File: config.mk
export PLATFORM = sky130hd
export DESIGN_NAME = ula_issue
export DESIGN_NICKNAME = d
export VERILOG_FILES = /design/src/rtl/ula_pkg.sv /design/src/rtl/ula_fwd_mux.sv /design/src/rtl/ula_issue.sv
export SDC_FILE = /design/constraint.sdc
export NUM_CORES = 1
export LEC_CHECK = 0
export CAP_MARGIN = 10
export CORE_ASPECT_RATIO = 1.1
export CORE_UTILIZATION = 38
export CTS_BUF_LIST = sky130_fd_sc_hd__clkbuf_8
export CTS_CLUSTER_SIZE = 28
export DETAILED_ROUTE_END_ITERATION = 12
export GPL_TIMING_DRIVEN = 0
export PLACE_DENSITY = 0.82
export SYNTH_ARGS = -nofsm -noshare
export SYNTH_HDL_FRONTEND = slang
export SYNTH_SLANG_ARGS = --single-unit
File: constraint.sdc
create_clock -name clk -period 1.9 [get_ports clk]
set_input_delay 0.285 -clock clk [delete_from_list [all_inputs] [get_ports clk]]
set_output_delay 0.285 -clock clk [all_outputs]
set_load 0.02 [all_outputs]
File: src/rtl/ula_pkg.sv
// -----------------------------------------------------------------------------
// ula_pkg
// Shared types and constants for the ID/EX issue stage that feeds the 8-bit ULA.
//   DW          : datapath width (ULA SrcA/SrcB/ULAResult)
//   RW          : register-address width
//   ula_ctrl_t  : ULAControl encodings understood by the ULA
//   alu_op_t    : ALUOp encodings coming from the main decoder
//   id_ex_t     : packed ID/EX pipeline register contents
//   decode_ctrl : ALUOp/funct3/funct7 -> ULAControl mapping
// -----------------------------------------------------------------------------
package ula_pkg;

    localparam int DW = 8;
    localparam int RW = 5;

    typedef enum logic [2:0] {
        ADD = 3'b000,
        SUB = 3'b001,
        AND = 3'b010,
        OR  = 3'b011,
        SLT = 3'b101,
        ILL = 3'b111
    } ula_ctrl_t;

    typedef enum logic [1:0] {
        ALU_OP_ADD   = 2'b00,
        ALU_OP_SUB   = 2'b01,
        ALU_OP_FUNCT = 2'b10,
        ALU_OP_RSVD  = 2'b11
    } alu_op_t;

    // A bubble is simply the all-zero value of this struct.
    typedef struct packed {
        logic            valid;
        ula_ctrl_t       alu_ctrl;
        logic            illegal;
        logic            reg_write;
        logic            alu_src;
        logic [RW-1:0]   rd;
        logic [RW-1:0]   rs1_addr;
        logic [RW-1:0]   rs2_addr;
        logic [DW-1:0]   rs1_data;
        logic [DW-1:0]   rs2_data;
        logic [DW-1:0]   imm;
    } id_ex_t;

    // Anything not explicitly supported decodes to ILL; the ULA returns 0 for it.
    function automatic ula_ctrl_t decode_ctrl(input logic [1:0] alu_op,
                                              input logic [2:0] funct3,
                                              input logic       op5,
                                              input logic       funct7b5);
        ula_ctrl_t ctrl;
        ctrl = ILL;
        case (alu_op)
            ALU_OP_ADD: ctrl = ADD;
            ALU_OP_SUB: ctrl = SUB;
            ALU_OP_FUNCT: begin
                case (funct3)
                    3'b000:  ctrl = (op5 && funct7b5) ? SUB : ADD;
                    3'b010:  ctrl = SLT;
                    3'b110:  ctrl = OR;
                    3'b111:  ctrl = AND;
                    default: ctrl = ILL;
                endcase
            end
            default: ctrl = ILL;
        endcase
        return ctrl;
    endfunction

endpackage

File: src/rtl/ula_fwd_mux.sv
// -----------------------------------------------------------------------------
// ula_fwd_mux
// Forwarding comparator and 3:1 operand mux for one source register.
//   src_addr        : registered source register number
//   rf_data         : registered register-file read data
//   exmem_*         : EX/MEM destination, write enable and result
//   memwb_*         : MEM/WB destination, write enable and writeback value
//   fwd_data        : selected operand (EX/MEM > MEM/WB > register file)
// x0 is never forwarded because a hit requires a non-zero destination.
// -----------------------------------------------------------------------------
module ula_fwd_mux
    import ula_pkg::*;
(
    input  logic [RW-1:0] src_addr,
    input  logic [DW-1:0] rf_data,
    input  logic [RW-1:0] exmem_rd,
    input  logic          exmem_reg_write,
    input  logic [DW-1:0] exmem_result,
    input  logic [RW-1:0] memwb_rd,
    input  logic          memwb_reg_write,
    input  logic [DW-1:0] memwb_result,
    output logic [DW-1:0] fwd_data
);

    logic exmem_hit_s;
    logic memwb_hit_s;

    assign exmem_hit_s = exmem_reg_write && (exmem_rd != {RW{1'b0}}) && (exmem_rd == src_addr);
    assign memwb_hit_s = memwb_reg_write && (memwb_rd != {RW{1'b0}}) && (memwb_rd == src_addr);

    // Priority select: the younger EX/MEM result wins over MEM/WB.
    always_comb begin
        fwd_data = rf_data;
        if (exmem_hit_s) begin
            fwd_data = exmem_result;
        end else if (memwb_hit_s) begin
            fwd_data = memwb_result;
        end else begin
            fwd_data = rf_data;
        end
    end

endmodule

File: src/rtl/ula_issue.sv
// -----------------------------------------------------------------------------
// ula_issue
// ID/EX issue stage for the 8-bit ULA: decodes ALUOp/funct3/funct7 into
// ULAControl, registers operands and destination info, and forwards
// EX/MEM and MEM/WB results onto the registered source operands.
//   clk, rst             : pipeline clock, synchronous active-high reset
//   in_valid/stall/flush : decode-stage valid and hazard-unit controls
//   alu_op..reg_write    : decode-stage instruction fields
//   exmem_*, memwb_*     : forwarding sources
//   SrcA, SrcB           : ULA operands (forwarded, combinational)
//   ULAControl, illegal  : registered decode result
//   ex_valid, ex_rd, ex_reg_write, ex_store_data : carried-forward EX info
// Latency is one cycle from decode inputs to ULAControl/operands.
// -----------------------------------------------------------------------------
module ula_issue
    import ula_pkg::*;
(
    input  logic          clk,
    input  logic          rst,
    input  logic          in_valid,
    input  logic          stall,
    input  logic          flush,
    input  logic [1:0]    alu_op,
    input  logic [2:0]    funct3,
    input  logic          funct7b5,
    input  logic          op5,
    input  logic          alu_src,
    input  logic [DW-1:0] rs1_data,
    input  logic [DW-1:0] rs2_data,
    input  logic [DW-1:0] imm,
    input  logic [RW-1:0] rs1_addr,
    input  logic [RW-1:0] rs2_addr,
    input  logic [RW-1:0] rd_addr,
    input  logic          reg_write,
    input  logic [RW-1:0] exmem_rd,
    input  logic          exmem_reg_write,
    input  logic [DW-1:0] exmem_result,
    input  logic [RW-1:0] memwb_rd,
    input  logic          memwb_reg_write,
    input  logic [DW-1:0] memwb_result,
    output logic [DW-1:0] SrcA,
    output logic [DW-1:0] SrcB,
    output logic [2:0]    ULAControl,
    output logic          ex_valid,
    output logic [RW-1:0] ex_rd,
    output logic          ex_reg_write,
    output logic [DW-1:0] ex_store_data,
    output logic          illegal
);

    id_ex_t        id_ex_r;
    id_ex_t        load_s;
    ula_ctrl_t     dec_ctrl_s;
    logic          dec_illegal_s;
    logic [DW-1:0] fwd_rs1_s;
    logic [DW-1:0] fwd_rs2_s;

    assign dec_ctrl_s    = decode_ctrl(alu_op, funct3, op5, funct7b5);
    assign dec_illegal_s = (dec_ctrl_s == ILL);

    // Build the value the ID/EX register takes when it is allowed to advance.
    always_comb begin
        load_s = '0;
        if (in_valid) begin
            load_s.valid     = 1'b1;
            load_s.alu_ctrl  = dec_ctrl_s;
            load_s.illegal   = dec_illegal_s;
            // An unsupported instruction must never commit a register write.
            load_s.reg_write = reg_write && !dec_illegal_s;
            load_s.alu_src   = alu_src;
            load_s.rd        = rd_addr;
            load_s.rs1_addr  = rs1_addr;
            load_s.rs2_addr  = rs2_addr;
            load_s.rs1_data  = rs1_data;
            load_s.rs2_data  = rs2_data;
            load_s.imm       = imm;
        end else begin
            load_s = '0;
        end
    end

    // ID/EX register: reset, then flush over stall, then load.
    always_ff @(posedge clk) begin
        if (rst) begin
            id_ex_r <= '0;
        end else if (flush) begin
            id_ex_r <= '0;
        end else if (stall) begin
            id_ex_r <= id_ex_r;
        end else begin
            id_ex_r <= load_s;
        end
    end

    ula_fwd_mux u_fwd_rs1 (
        .src_addr        (id_ex_r.rs1_addr),
        .rf_data         (id_ex_r.rs1_data),
        .exmem_rd        (exmem_rd),
        .exmem_reg_write (exmem_reg_write),
        .exmem_result    (exmem_result),
        .memwb_rd        (memwb_rd),
        .memwb_reg_write (memwb_reg_write),
        .memwb_result    (memwb_result),
        .fwd_data        (fwd_rs1_s)
    );

    ula_fwd_mux u_fwd_rs2 (
        .src_addr        (id_ex_r.rs2_addr),
        .rf_data         (id_ex_r.rs2_data),
        .exmem_rd        (exmem_rd),
        .exmem_reg_write (exmem_reg_write),
        .exmem_result    (exmem_result),
        .memwb_rd        (memwb_rd),
        .memwb_reg_write (memwb_reg_write),
        .memwb_result    (memwb_result),
        .fwd_data        (fwd_rs2_s)
    );

    assign SrcA          = fwd_rs1_s;
    assign SrcB          = id_ex_r.alu_src ? id_ex_r.imm : fwd_rs2_s;
    assign ex_store_data = fwd_rs2_s;
    assign ULAControl    = id_ex_r.alu_ctrl;
    assign ex_valid      = id_ex_r.valid;
    assign ex_rd         = id_ex_r.rd;
    assign ex_reg_write  = id_ex_r.reg_write;
    assign illegal       = id_ex_r.illegal;

endmodule

==> summary.txt <==
Outcome
  • Status: complete, but fails checks
  • Failing checks: setup timing

Logic synthesis
  • Async set or reset register ratio after synthesis: 0%
  • Syn avg cell area: 8.60 um2
  • Post-synth EDFFs: 0
  • Synth top area cells: dfxtp_1 37%, a22oi_1 12%, nor2_1 8.3%
  • Post-synthesis sequential area ratio: 37.0%
  • Post-Synthesis Net Count: 370
  • Post-synth top area share: 37.0%
  • Synth Flop Type: dfxtp_1
  • Synth Cell Area: 0.00249 mm2
  • Syn Inst Count: 289
  • Post-synth top area cell: dfxtp_1
  • Syn. warnings: 0
  • Synth cell types: 35
  • Synth Register Bits: 46

Timing
  • Clock skew: 0 ns
  • Setup WS post-layout: -0.518 ns
  • Pins Over Slew Limit: 0
  • Worst slew margin: 59.9%
  • Final Cycle Share: 127%
  • Fin. Hold Viols: 0
  • Fmax achieved: 0.414 GHz
  • RSZ-0062 raised after global routing: true
  • Worst-margin pin slew: 0.601 ns
  • Min Tclk post-route: 2.42 ns
  • Final setup viols: 24

Hold path
  • Worst Hold Path EP: ULAControl[2]
  • Hold depth: 2
  • Hold Crit Start: ULAControl[2]
  • Class of the most critical hold timing path: register to register

GRT
  • Global-route wire length before repair: 13.2 mm
  • Largest net degree at the start of global routing: 16
  • Initial antenna violation count: 0
  • Overall Global Routing Usage: 25.0%
  • Vias in the first global route: 2699
  • Total gr overflow: 0

Drt
  • DR WL/cell: 17.7 um
  • Drt total wl: 8.95 mm
  • Pre-Repair DR Iteration Count: 4
  • DR iter-0 viols: 111
  • Via density: 5.47
  • DRC viols: 0
  • Via count: 2774
  • Routed Antenna Nets: 0

Critical path
  • CP Class: register to output pin
  • Critical Path Fanout Max: 6
  • Cells along the critical path: xnor2_1 > nand4_1 > buf_6 > or3_4 > a31oi_4 > mux2_4 > buf_6
  • Reg2Reg Setup Slack: 1.03 ns
  • Worst r2r path cells: 3
  • Critical Path Source Type: register
  • Delay-heaviest family, CP: simple AND/OR/NAND/NOR gates
  • Crit-path most repeated cell: buf_6
  • CP Capture Type: output pin
  • CP peak stage delay: 0.35 ns
  • Slowest stage cell, crit path: dfxtp_2
  • Worst path buffer plus inverter count: 2
  • RR Endpoint: id_ex_r[39]
  • Worst Path Required: 1.62 ns
  • Reg2Reg Launch Point: id_ex_r[39]
  • Crit path DAT: 2.13 ns

Clock network
  • Worst skew pair latency: 0.30 ns
  • CTS max path bufs: 2
  • Worst-path clk slew: 0.09 ns
  • Hold buffers post-CTS: 0
  • CTS Buf Count: 5
  • Root Driver: clkbuf_8
  • Clock Sinks: 46
  • CTS tree: built
  • H-tree lvl count: 2

Job
  • Max-cap violation count: 0

Placement
  • DP Area: 0.00391 mm2
  • IO buf count: 115
  • Post-DP HPWL: 6.06 mm
  • GPL Wtd Cong: 0.844

Die
  • Starting density of the core: 39.9%
  • Die height: 86.8 um
  • Site Rows: 30
  • Total I/O pin count: 116
  • Core area: 0.00623 mm2
  • Floorplan die width: 79.1 um
  • Die area: 0.00687 mm2

Pwr
  • Sequential share of power: 43.0%
  • Switch Pwr: 0.628 mW
  • Logic pwr share: 25.0%
  • Internal power: 1.69 mW
  • Clk pwr share: 32.0%
  • Worst vdd ir: 0.388 mV
  • Sw Ratio: 27.1%
  • Leak Pwr: 1.61 nW
  • PD cells: 515 mW/mm2

Final layout
  • Layout cells sized above 1: 33.7%
  • Util after Layout: 72.1%
  • Final nets: 507
  • Layout area overhead: 80.8%
  • Cell area after layout: 0.00450 mm2
  • N_diodes: 0
## Yosys cell counts (8+ instances only)
| library cell | n |
|---|---|
| xnor2_1 | 16 |
| nor2_1 | 55 |
| dfxtp_1 | 46 |
| a31oi_2 | 8 |
| buf_4 | 10 |
| inv_1 | 8 |
| mux2_2 | 8 |
| o21ai_0 | 11 |
| a21oi_1 | 15 |
| a22oi_1 | 40 |
| nor3_1 | 11 |
| clkbuf_1 | 16 |
| mux2i_1 | 8 |
## cell type report
class	instances	area, um2
multi-input combinational	206	1810
clock buffer	5	68.8
timing repair buffer	131	1310
tap	80	100
sequential	46	943
inverter	8	30.0
buffer	28	189
clock inverter	3	43.8
fill	468	1740
## worst max-delay path by stage
stage / from / to / slack, ns / depth (start not counted)
global route: id_ex_r[25] / SrcB[7] / -0.61 / 7
global placement: exmem_rd[0] / SrcB[2] / -1.31 / 8
floorplan: exmem_rd[0] / SrcB[0] / -0.26 / 6
finish: id_ex_r[25] / SrcB[7] / -0.52 / 7
detailed placement: exmem_rd[0] / SrcB[2] / -1.34 / 8
CTS: id_ex_r[28] / SrcB[2] / -0.43 / 7
## metrics by stage
step,total power [mW],worst slack (ns),std cells,TNS [ns],hold WS (ns)
5_1_grt,2.41,-0.608,507,-12.26,0.503
4_1_cts,2.29,-0.427,503,-8.45,0.471
3_5_place_dp,1.52,-1.34,484,-34.93,0.457
6_report,2.32,-0.518,507,-10.26,0.468
3_3_place_gp,1.51,-1.31,484,-31.75,0.453
2_1_floorplan,1.24,-0.261,289,-2.10,0.429
## power by group through the flow
stage / Sequential, mW / Combinational (mW) / Clock (mW)
finish: 0.995 / 0.578 / 0.742
global route: 0.998 / 0.609 / 0.806
CTS: 0.995 / 0.537 / 0.762
detailed placement: 1.02 / 0.503 / 0
global placement: 1.02 / 0.494 / 0
floorplan: 1.02 / 0.220 / 0
## state kept, by name (all words and copies together), names as in the netlist
signal        count
ULAControl        3
illegal           1
ex_rd             5
id_ex_r          35
ex_reg_write      1
ex_valid          1
## timing repair
action / CTS / global route
resized for setup: 220 / 41
pin swaps: 33 / 18
gates cloned: 3 / 0
endpoints found under the setup margin: 24 / 24
setup buffers: 9 / 4
## placed cells by master, fill, tap and decap left out, drive strengths merged, types with 2 or more instances in the layout
cell type / Yosys / final
nand4: 3 / 3
xnor2: 16 / 16
a22oi: 40 / 40
buf: 13 / 59
dlygate4sd2: 0 / 3
clkbuf: 16 / 21
nor2: 55 / 55
o211ai: 3 / 3
clkdlybuf4s50: 0 / 80
or2: 2 / 2
a21oi: 15 / 15
a31oi: 9 / 9
mux2i: 8 / 8
or4: 3 / 3
nor3: 11 / 11
dfxtp: 46 / 46
nand2: 3 / 3
xor2: 4 / 4
mux2: 8 / 8
inv: 8 / 9
o21ai: 11 / 11
or3: 8 / 8
nand3: 2 / 2
## layer usage
metal / share of wire, % / vias up / track usage (%)
li1: - / 1302 / -
met2: 53 / 118 / 45.7
met4: 3.0 / 0 / 9.42
met5: 0 / - / 0
met3: 6.6 / 24 / 4.53
met1: 38 / 1330 / 28.8
## cells by family after synthesis
kind of cell           after synthesis  synth area share [%]
AO/OA/AOI/OAI                       80                  24.1
XOR/XNOR                            20                  7.05
buffers and inverters               37                  7.60
flip-flops                          46                  37.0
multiplexers                        16                  6.84
AND/OR/NAND/NOR                     90                  17.4
## worst min-delay path: cells and delay by family (launching register included)
family,cells,cell delay (ns)
simple gates,1,0.06
flops,1,0.32
compound gates,1,0.05
Power figures use the tool's default switching activity.
